### config.mk
export PLATFORM = sky130hd
export DESIGN_NAME = hazard_ctrl_unit
export DESIGN_NICKNAME = d
export VERILOG_FILES = /design/src/rtl/hazard_ctrl_pkg.sv /design/src/rtl/hazard_sat_counter.sv /design/src/rtl/hazard_ctrl_unit.sv
export SDC_FILE = /design/constraint.sdc
export NUM_CORES = 1
export LEC_CHECK = 0
export BUFFER_PORTS_ARGS = -buffer_cell sky130_fd_sc_hd__buf_2
export CORE_AREA = 2 2 39 41
export DETAILED_ROUTE_END_ITERATION = 10
export DIE_AREA = 0 0 41 43
export RECOVER_POWER = 100
export SLEW_MARGIN = 20
export SYNTH_ARGS = -nofsm -noshare
export SYNTH_HDL_FRONTEND = slang
export SYNTH_HIERARCHICAL = 1
export SYNTH_SLANG_ARGS = --single-unit
### constraint.sdc
create_clock -name clk -period 3.55 [get_ports clk]
set_clock_uncertainty 0.2 [all_clocks]
set_input_delay 0.5325 -clock clk [delete_from_list [all_inputs] [get_ports clk]]
set_output_delay 0.5325 -clock clk [all_outputs]
set_load 0.01 [all_outputs]
### src/rtl/hazard_ctrl_pkg.sv
// Shared encodings for the pipeline hazard/flush sequencer.
package hazard_ctrl_pkg;

    localparam int unsigned CNT_BITS = 4;

    typedef enum logic [1:0] {
        ST_RUN   = 2'b00,
        ST_STALL = 2'b01,
        ST_FLUSH = 2'b10
    } hz_state_e;

endpackage

### src/rtl/hazard_sat_counter.sv
// Saturating up-counter used for the optional hazard performance counters.
module hazard_sat_counter #(
    parameter int unsigned CNT_W = 16
) (
    input  logic             clk,
    input  logic             reset,
    input  logic             inc,
    output logic [CNT_W-1:0] count
);

    logic [CNT_W-1:0] count_q;
    logic [CNT_W-1:0] count_d;

    always_comb begin
        count_d = count_q;
        if (inc && (count_q != {CNT_W{1'b1}})) begin
            count_d = count_q + CNT_W'(1);
        end
    end

    always_ff @(posedge clk or posedge reset) begin
        if (reset) begin
            count_q <= '0;
        end else begin
            count_q <= count_d;
        end
    end

    assign count = count_q;

endmodule

### src/rtl/hazard_ctrl_unit.sv
// Load-use bubble insertion and taken-branch flush sequencing for the 5-stage core.
// Optional stall/flush perf counters are built when HAZARD_PERF_CNT_EN is defined.
module hazard_ctrl_unit
    import hazard_ctrl_pkg::*;
#(
    parameter int unsigned STALL_CYCLES = 1,
    parameter int unsigned FLUSH_CYCLES = 1,
    parameter int unsigned CNT_W        = 16
) (
    input  logic             clk,
    input  logic             reset,
    input  logic [4:0]       IF_ID_rs1,
    input  logic [4:0]       IF_ID_rs2,
    input  logic             IF_ID_uses_rs2,
    input  logic             ID_EX_MemRead,
    input  logic [4:0]       ID_EX_rd,
    input  logic             Branch_Taken,
    output logic             PC_Write,
    output logic             IF_ID_Write,
    output logic             IF_ID_Flush,
    output logic             ID_EX_Flush,
    output logic             EX_MEM_Flush,
    output logic [1:0]       hazard_state
`ifdef HAZARD_PERF_CNT_EN
    ,
    output logic [CNT_W-1:0] stall_count,
    output logic [CNT_W-1:0] flush_count
`endif
);

    if ((STALL_CYCLES == 0) || (STALL_CYCLES > 15) ||
        (FLUSH_CYCLES == 0) || (FLUSH_CYCLES > 15) || (CNT_W == 0)) begin : g_bad_params
        $error("hazard_ctrl_unit: parameter out of legal range");
    end

    localparam hz_state_e              STALL_NEXT = (STALL_CYCLES > 1) ? ST_STALL : ST_RUN;
    localparam hz_state_e              FLUSH_NEXT = (FLUSH_CYCLES > 1) ? ST_FLUSH : ST_RUN;
    localparam logic [CNT_BITS-1:0]    STALL_CNT  = CNT_BITS'(STALL_CYCLES - 1);
    localparam logic [CNT_BITS-1:0]    FLUSH_CNT  = CNT_BITS'(FLUSH_CYCLES - 1);

    hz_state_e           state_q, state_d;
    logic [CNT_BITS-1:0] cnt_q, cnt_d;
    logic                load_use;

    assign load_use = ID_EX_MemRead && (ID_EX_rd != 5'd0) &&
                      ((ID_EX_rd == IF_ID_rs1) || (IF_ID_uses_rs2 && (ID_EX_rd == IF_ID_rs2)));

    // Next state and outputs; reset and branch override whatever the state asks for.
    always_comb begin
        state_d      = state_q;
        cnt_d        = cnt_q;
        PC_Write     = 1'b1;
        IF_ID_Write  = 1'b1;
        IF_ID_Flush  = 1'b0;
        ID_EX_Flush  = 1'b0;
        EX_MEM_Flush = 1'b0;
        if (reset) begin
            state_d      = ST_RUN;
            cnt_d        = '0;
            PC_Write     = 1'b0;
            IF_ID_Write  = 1'b0;
            IF_ID_Flush  = 1'b1;
            ID_EX_Flush  = 1'b1;
            EX_MEM_Flush = 1'b1;
        end else if (Branch_Taken) begin
            state_d      = FLUSH_NEXT;
            cnt_d        = FLUSH_CNT;
            IF_ID_Flush  = 1'b1;
            ID_EX_Flush  = 1'b1;
            EX_MEM_Flush = 1'b1;
        end else begin
            case (state_q)
                ST_STALL: begin
                    PC_Write    = 1'b0;
                    IF_ID_Write = 1'b0;
                    ID_EX_Flush = 1'b1;
                    if (cnt_q <= CNT_BITS'(1)) begin
                        state_d = ST_RUN;
                        cnt_d   = '0;
                    end else begin
                        cnt_d = cnt_q - CNT_BITS'(1);
                    end
                end
                ST_FLUSH: begin
                    IF_ID_Flush = 1'b1;
                    ID_EX_Flush = 1'b1;
                    if (cnt_q <= CNT_BITS'(1)) begin
                        state_d = ST_RUN;
                        cnt_d   = '0;
                    end else begin
                        cnt_d = cnt_q - CNT_BITS'(1);
                    end
                end
                default: begin
                    state_d = ST_RUN;
                    if (load_use) begin
                        PC_Write    = 1'b0;
                        IF_ID_Write = 1'b0;
                        ID_EX_Flush = 1'b1;
                        state_d     = STALL_NEXT;
                        cnt_d       = STALL_CNT;
                    end
                end
            endcase
        end
    end

    always_ff @(posedge clk or posedge reset) begin
        if (reset) begin
            state_q <= ST_RUN;
            cnt_q   <= '0;
        end else begin
            state_q <= state_d;
            cnt_q   <= cnt_d;
        end
    end

    assign hazard_state = state_q;

`ifdef HAZARD_PERF_CNT_EN
    hazard_sat_counter #(.CNT_W(CNT_W)) u_stall_cnt (
        .clk   (clk),
        .reset (reset),
        .inc   (~IF_ID_Write),
        .count (stall_count)
    );

    hazard_sat_counter #(.CNT_W(CNT_W)) u_flush_cnt (
        .clk   (clk),
        .reset (reset),
        .inc   (Branch_Taken),
        .count (flush_count)
    );
`endif

endmodule
## Word-level counts from Yosys, hierarchy flattened

Index checks and enable logic that the tools add are counted.

| cells by class | value |
|---|---|
| add/sub/neg operators | 1 |
| $lt $le $gt $ge | 1 |
| equality and inequality tests | 5 |
| multiplexer cells | 22 |
| reduce and logical (&&, ||, !) cells | 7 |

Operators by type and width:

| kind | count |
|---|---|
| $mux W4 | 5 |
| $mux W1 | 12 |
| $eq A5 B5 Y1 | 2 |
| $mux W2 | 4 |
| $reduce_bool A5 Y1 | 1 |
| $le A4 B1 Y1 const B | 1 |
| $ne A4 B1 Y1 const B | 1 |
| $reduce_bool A4 Y1 | 1 |
| $sub A4 B1 Y4 const B | 1 |
| $logic_and A1 B1 Y1 | 3 |
| $eq A2 B1 Y1 const B | 1 |
| $eq A2 B2 Y1 const B | 1 |
| $pmux W1 S2 | 1 |
| $reduce_or A2 Y1 | 1 |
| $logic_or A1 B1 Y1 | 1 |

| storage, ports and cells | value |
|---|---|
| register bits after elaboration | 6 |
| output and inout bits | 7 |
| word-level logic and storage cells | 38 |

## Logic depth before layout (Yosys ltp)

| logic depth | value |
|---|---|
| word-level depth | 8 |
| gate-level depth with buffers | 5 |
| mapped depth without buffers | 4 |

## Worst setup path after synthesis

Ideal clock, no wire load.

| path | value |
|---|---|
| kind | in2out |
| from | in ID_EX_rd[3] |
| to | out PC_Write |
| arrival | 1.551 ns |
| slack | 1.266 ns |
| cell stages on the path | 5 |
| path through | xor2_1 > nor4_2 > a32oi_1 > o31a_1 > buf_4 |

| on the way | value |
|---|---|
| cells in the longest elaborated chain, start to end | 8 |
| elaborated cells between the ends (all ways) | 11 |

RTL lines:

| element | line | text |
|---|---|---|
| from (decl) | hazard_ctrl_unit.sv:16 | `input logic [4:0] ID_EX_rd,` |
| $eq A5 B5 Y1 | hazard_ctrl_unit.sv:46 | `((ID_EX_rd == IF_ID_rs1) \|\| (IF_ID_uses_rs2 && (ID_EX_rd == IF_ID_rs2)));` |
| $logic_and A1 B1 Y1 | hazard_ctrl_unit.sv:46 |  |
| $logic_or A1 B1 Y1 | hazard_ctrl_unit.sv:46 |  |
| $logic_and A1 B1 Y1 (*) | hazard_ctrl_unit.sv:45 | `assign load_use = ID_EX_MemRead && (ID_EX_rd != 5'd0) &&` |
| $mux W1 (*) | n/a |  |
| $pmux W1 S2 (*) | n/a |  |
| $mux W1 (*) (2 in a row) | n/a |  |
| to (decl) | hazard_ctrl_unit.sv:18 | `output logic PC_Write,` |

Mark *: on every way between the ends. The rest lies on a longest branch, timed or not.

## Worst setup path after layout

| path | value |
|---|---|
| from | in ID_EX_rd[3] |
| to | out PC_Write |

| on the way | value |
|---|---|
| cells in the longest elaborated chain, start to end | 8 |
| elaborated cells between the ends (all ways) | 11 |

RTL lines:

| element | line | text |
|---|---|---|
| $eq A5 B5 Y1 | hazard_ctrl_unit.sv:46 |  |
| $logic_and A1 B1 Y1 | hazard_ctrl_unit.sv:46 |  |
| $logic_or A1 B1 Y1 | hazard_ctrl_unit.sv:46 |  |
| $logic_and A1 B1 Y1 (*) | hazard_ctrl_unit.sv:45 |  |
| $mux W1 (*) | hazard_ctrl_unit.sv:96 | `if (load_use) begin` |
| $pmux W1 S2 (*) | hazard_ctrl_unit.sv:72 | `case (state_q)` |
| $mux W1 (*) | hazard_ctrl_unit.sv:65 | `end else if (Branch_Taken) begin` |
| $mux W1 (*) | hazard_ctrl_unit.sv:57 | `if (reset) begin` |

Marked as above.

==> impl_metrics.toml <==
[synth]
yosysTopAreaCell = "xor2_1"
synth_common_cells = "xor2_1, buf_4"
synth_top_area_share_pct = 41.4
synth.distinct_cells = 14
syn_inst = 25
syn-cell-area_um2 = 190
synth.yosys.seq_area_share_pct = 0
synth_area_leaders = "xor2_1, buf_4, nor4_2, a32oi_1, o31a_1"
synth_warnings = 6
synth_most_common_cell = "xor2_1"
syn_area_per_cell_um2 = 7.61

[global_route]
grt_pass1_vias = 180
grt_overflow_total = 0
track_usage_pct = 5.89
grt_max_degree = 4
grt_pass1_wl_um = 793
antenna_found_initial = 0

[worst_hold_path]
hold_start = "reset"
min_path_type = "primary input to output port"
hold_depth = 4
min_to = "IF_ID_Write"

[timing]
finalCriticalPeriod_ns = 2.48
tns_ns = 0
setup_violations = 0
drv_slew = 0
worst_slack_ns = 1.07
fmax_mhz = 403
finalHoldViolations = 0
grt_setup_unrepaired = "no"
period_share_pct = 70.0

[clocking]
cts_setup_buffers = 0
cts_resized = 0
hold_buffers = 0

[setup_path]
cpMaxStageDelayCell = "or4_1"
worst-endpoint-required_ns = 2.82
worstPathCellList = "buf_2, or4_1, o21ai_0, o31a_1, clkbuf_1"
cp_max_fo = 3
slowest_delay_ns = 0.53
worstSetupStartpointType = "primary input"
crit_type = "primary input to output port"
end_kind = "output port"
arrival_ns = 1.75

[routing]
drcViolationCount = 0
met3_length_um = 65
vias = 230
via_per_inst = 3.71
dr.pass1.iters = 1
drt-total-wl_um = 503
ant_nets = 0
drt_iter0_markers = 0
drt-met1-wl_um = 214
wire_per_inst_um = 8.11
wl_met2_um = 223
highest_layer = "met3"

[cells_and_area]
syn_to_final_growth_pct = 57.2
diodes = 0
regArea_um2 = 0
nClkBuffers = 0
final_nets = 68
drive_gt1_share_pct = 47.8
seq_cells = 0

[die]
die_h_um = 43
start_util_pct = 13.7
placementRows = 14
pin_count = 27
dieArea_mm2 = 0.00176
core_mm2 = 0.00138
fp.dieW_um = 41

[pwr]
p_leak_nw = 0.147
power.density_mw_per_mm2 = 108
seqPwrFrac_pct = 0
finalPower_mw = 0.0324
combPwrFrac_pct = 100.0
swShare_pct = 49.3
intPower_mw = 0.0164
ir_drop_v = 0.0000311
switchingPower_mw = 0.0160
clockPowerShare_pct = 0

[outcome]
status = "complete, no violations"

[placed_design]
place_worst_setup_slack_ns = 1.14
place.gp.congestion = 0.662
portBuffers = 24

[run]
max-cap-violations = 0
==> worst max-delay path by stage <==
| stage | startpoint | to | slack [ns] |
|---|---|---|---|
| after floorplan | ID_EX_rd[3] | PC_Write | 1.27 |
| after global placement | ID_EX_rd[3] | PC_Write | 1.13 |
| after detailed placement | ID_EX_rd[3] | PC_Write | 1.14 |
| after CTS | ID_EX_rd[3] | PC_Write | 1.13 |
| after global routing | ID_EX_rd[3] | PC_Write | 0.99 |
| final | ID_EX_rd[3] | PC_Write | 1.07 |
==> worst max-delay path: cells and delay by family <==
kind / cells / cell delay, ns
AOI/OAI and AO/OA: 2 / 0.40
buffers and inverters: 2 / 0.29
and+or+nand+nor: 1 / 0.53
==> layout by cell type (no fill, tap or decap) <==
| master | instances |
|---|---|
| or4_1 | 1 |
| a32oi_1 | 1 |
| o21ai_0 | 1 |
| xnor2_1 | 1 |
| inv_1 | 1 |
| o31a_1 | 1 |
| nor3_1 | 1 |
| buf_2 | 20 |
| nor2_1 | 1 |
| xor2_1 | 9 |
| o21bai_1 | 1 |
| clkbuf_1 | 4 |
| conb_1 | 2 |
| or2_2 | 1 |
| nor4_2 | 1 |
==> final cells by class <==
cell class,count,area (µm²)
Inverter,1,3.75
Tap cell,16,20.0
Timing Repair Buffer,24,115
Fill cell,167,1080
Multi-Input combinational cell,21,160
==> power by group through the flow <==
stage / Sequential, mW / Combinational, mW / Clock, mW
final: 0 / 0.0324 / 0
after global routing: 0 / 0.0365 / 0
after CTS: 0 / 0.0337 / 0
after detailed placement: 0 / 0.0335 / 0
after global placement: 0 / 0.0330 / 0
after floorplan: 0 / 0.0190 / 0
==> metal layers <==
layer  vias to the layer above  track usage [%]
met5                         -                0
met4                         0                0
met3                         0                0
met2                        18             8.44
met1                        91             10.1
li1                        121                -
==> kinds of logic (layout without fill, tap and decap cells) <==
group                     Yosys count  in the layout  synth area share [%]
buffers and inverters               5             25                  17.8
and+or+nand+nor                     5              5                  18.4
xor gates and xnor gates           10             10                  46.1
AOI/OAI and AO/OA                   4              4                  15.8
other                               1              2                  1.97
==> stage by stage <==
step / std cells / utilization [%] / cell area, µm² / hold WS, ns
after floorplan: 26 / - / 194 / 0.985
after global placement: 62 / 22.0 / 304 / 1.18
after detailed placement: 62 / 22.0 / 304 / 1.19
after CTS: 62 / 22.0 / 304 / 1.19
after global routing: 62 / 21.6 / 299 / 1.22
final: 62 / 21.6 / 299 / 1.20
Note: power is estimated with default switching activity, not from simulation.
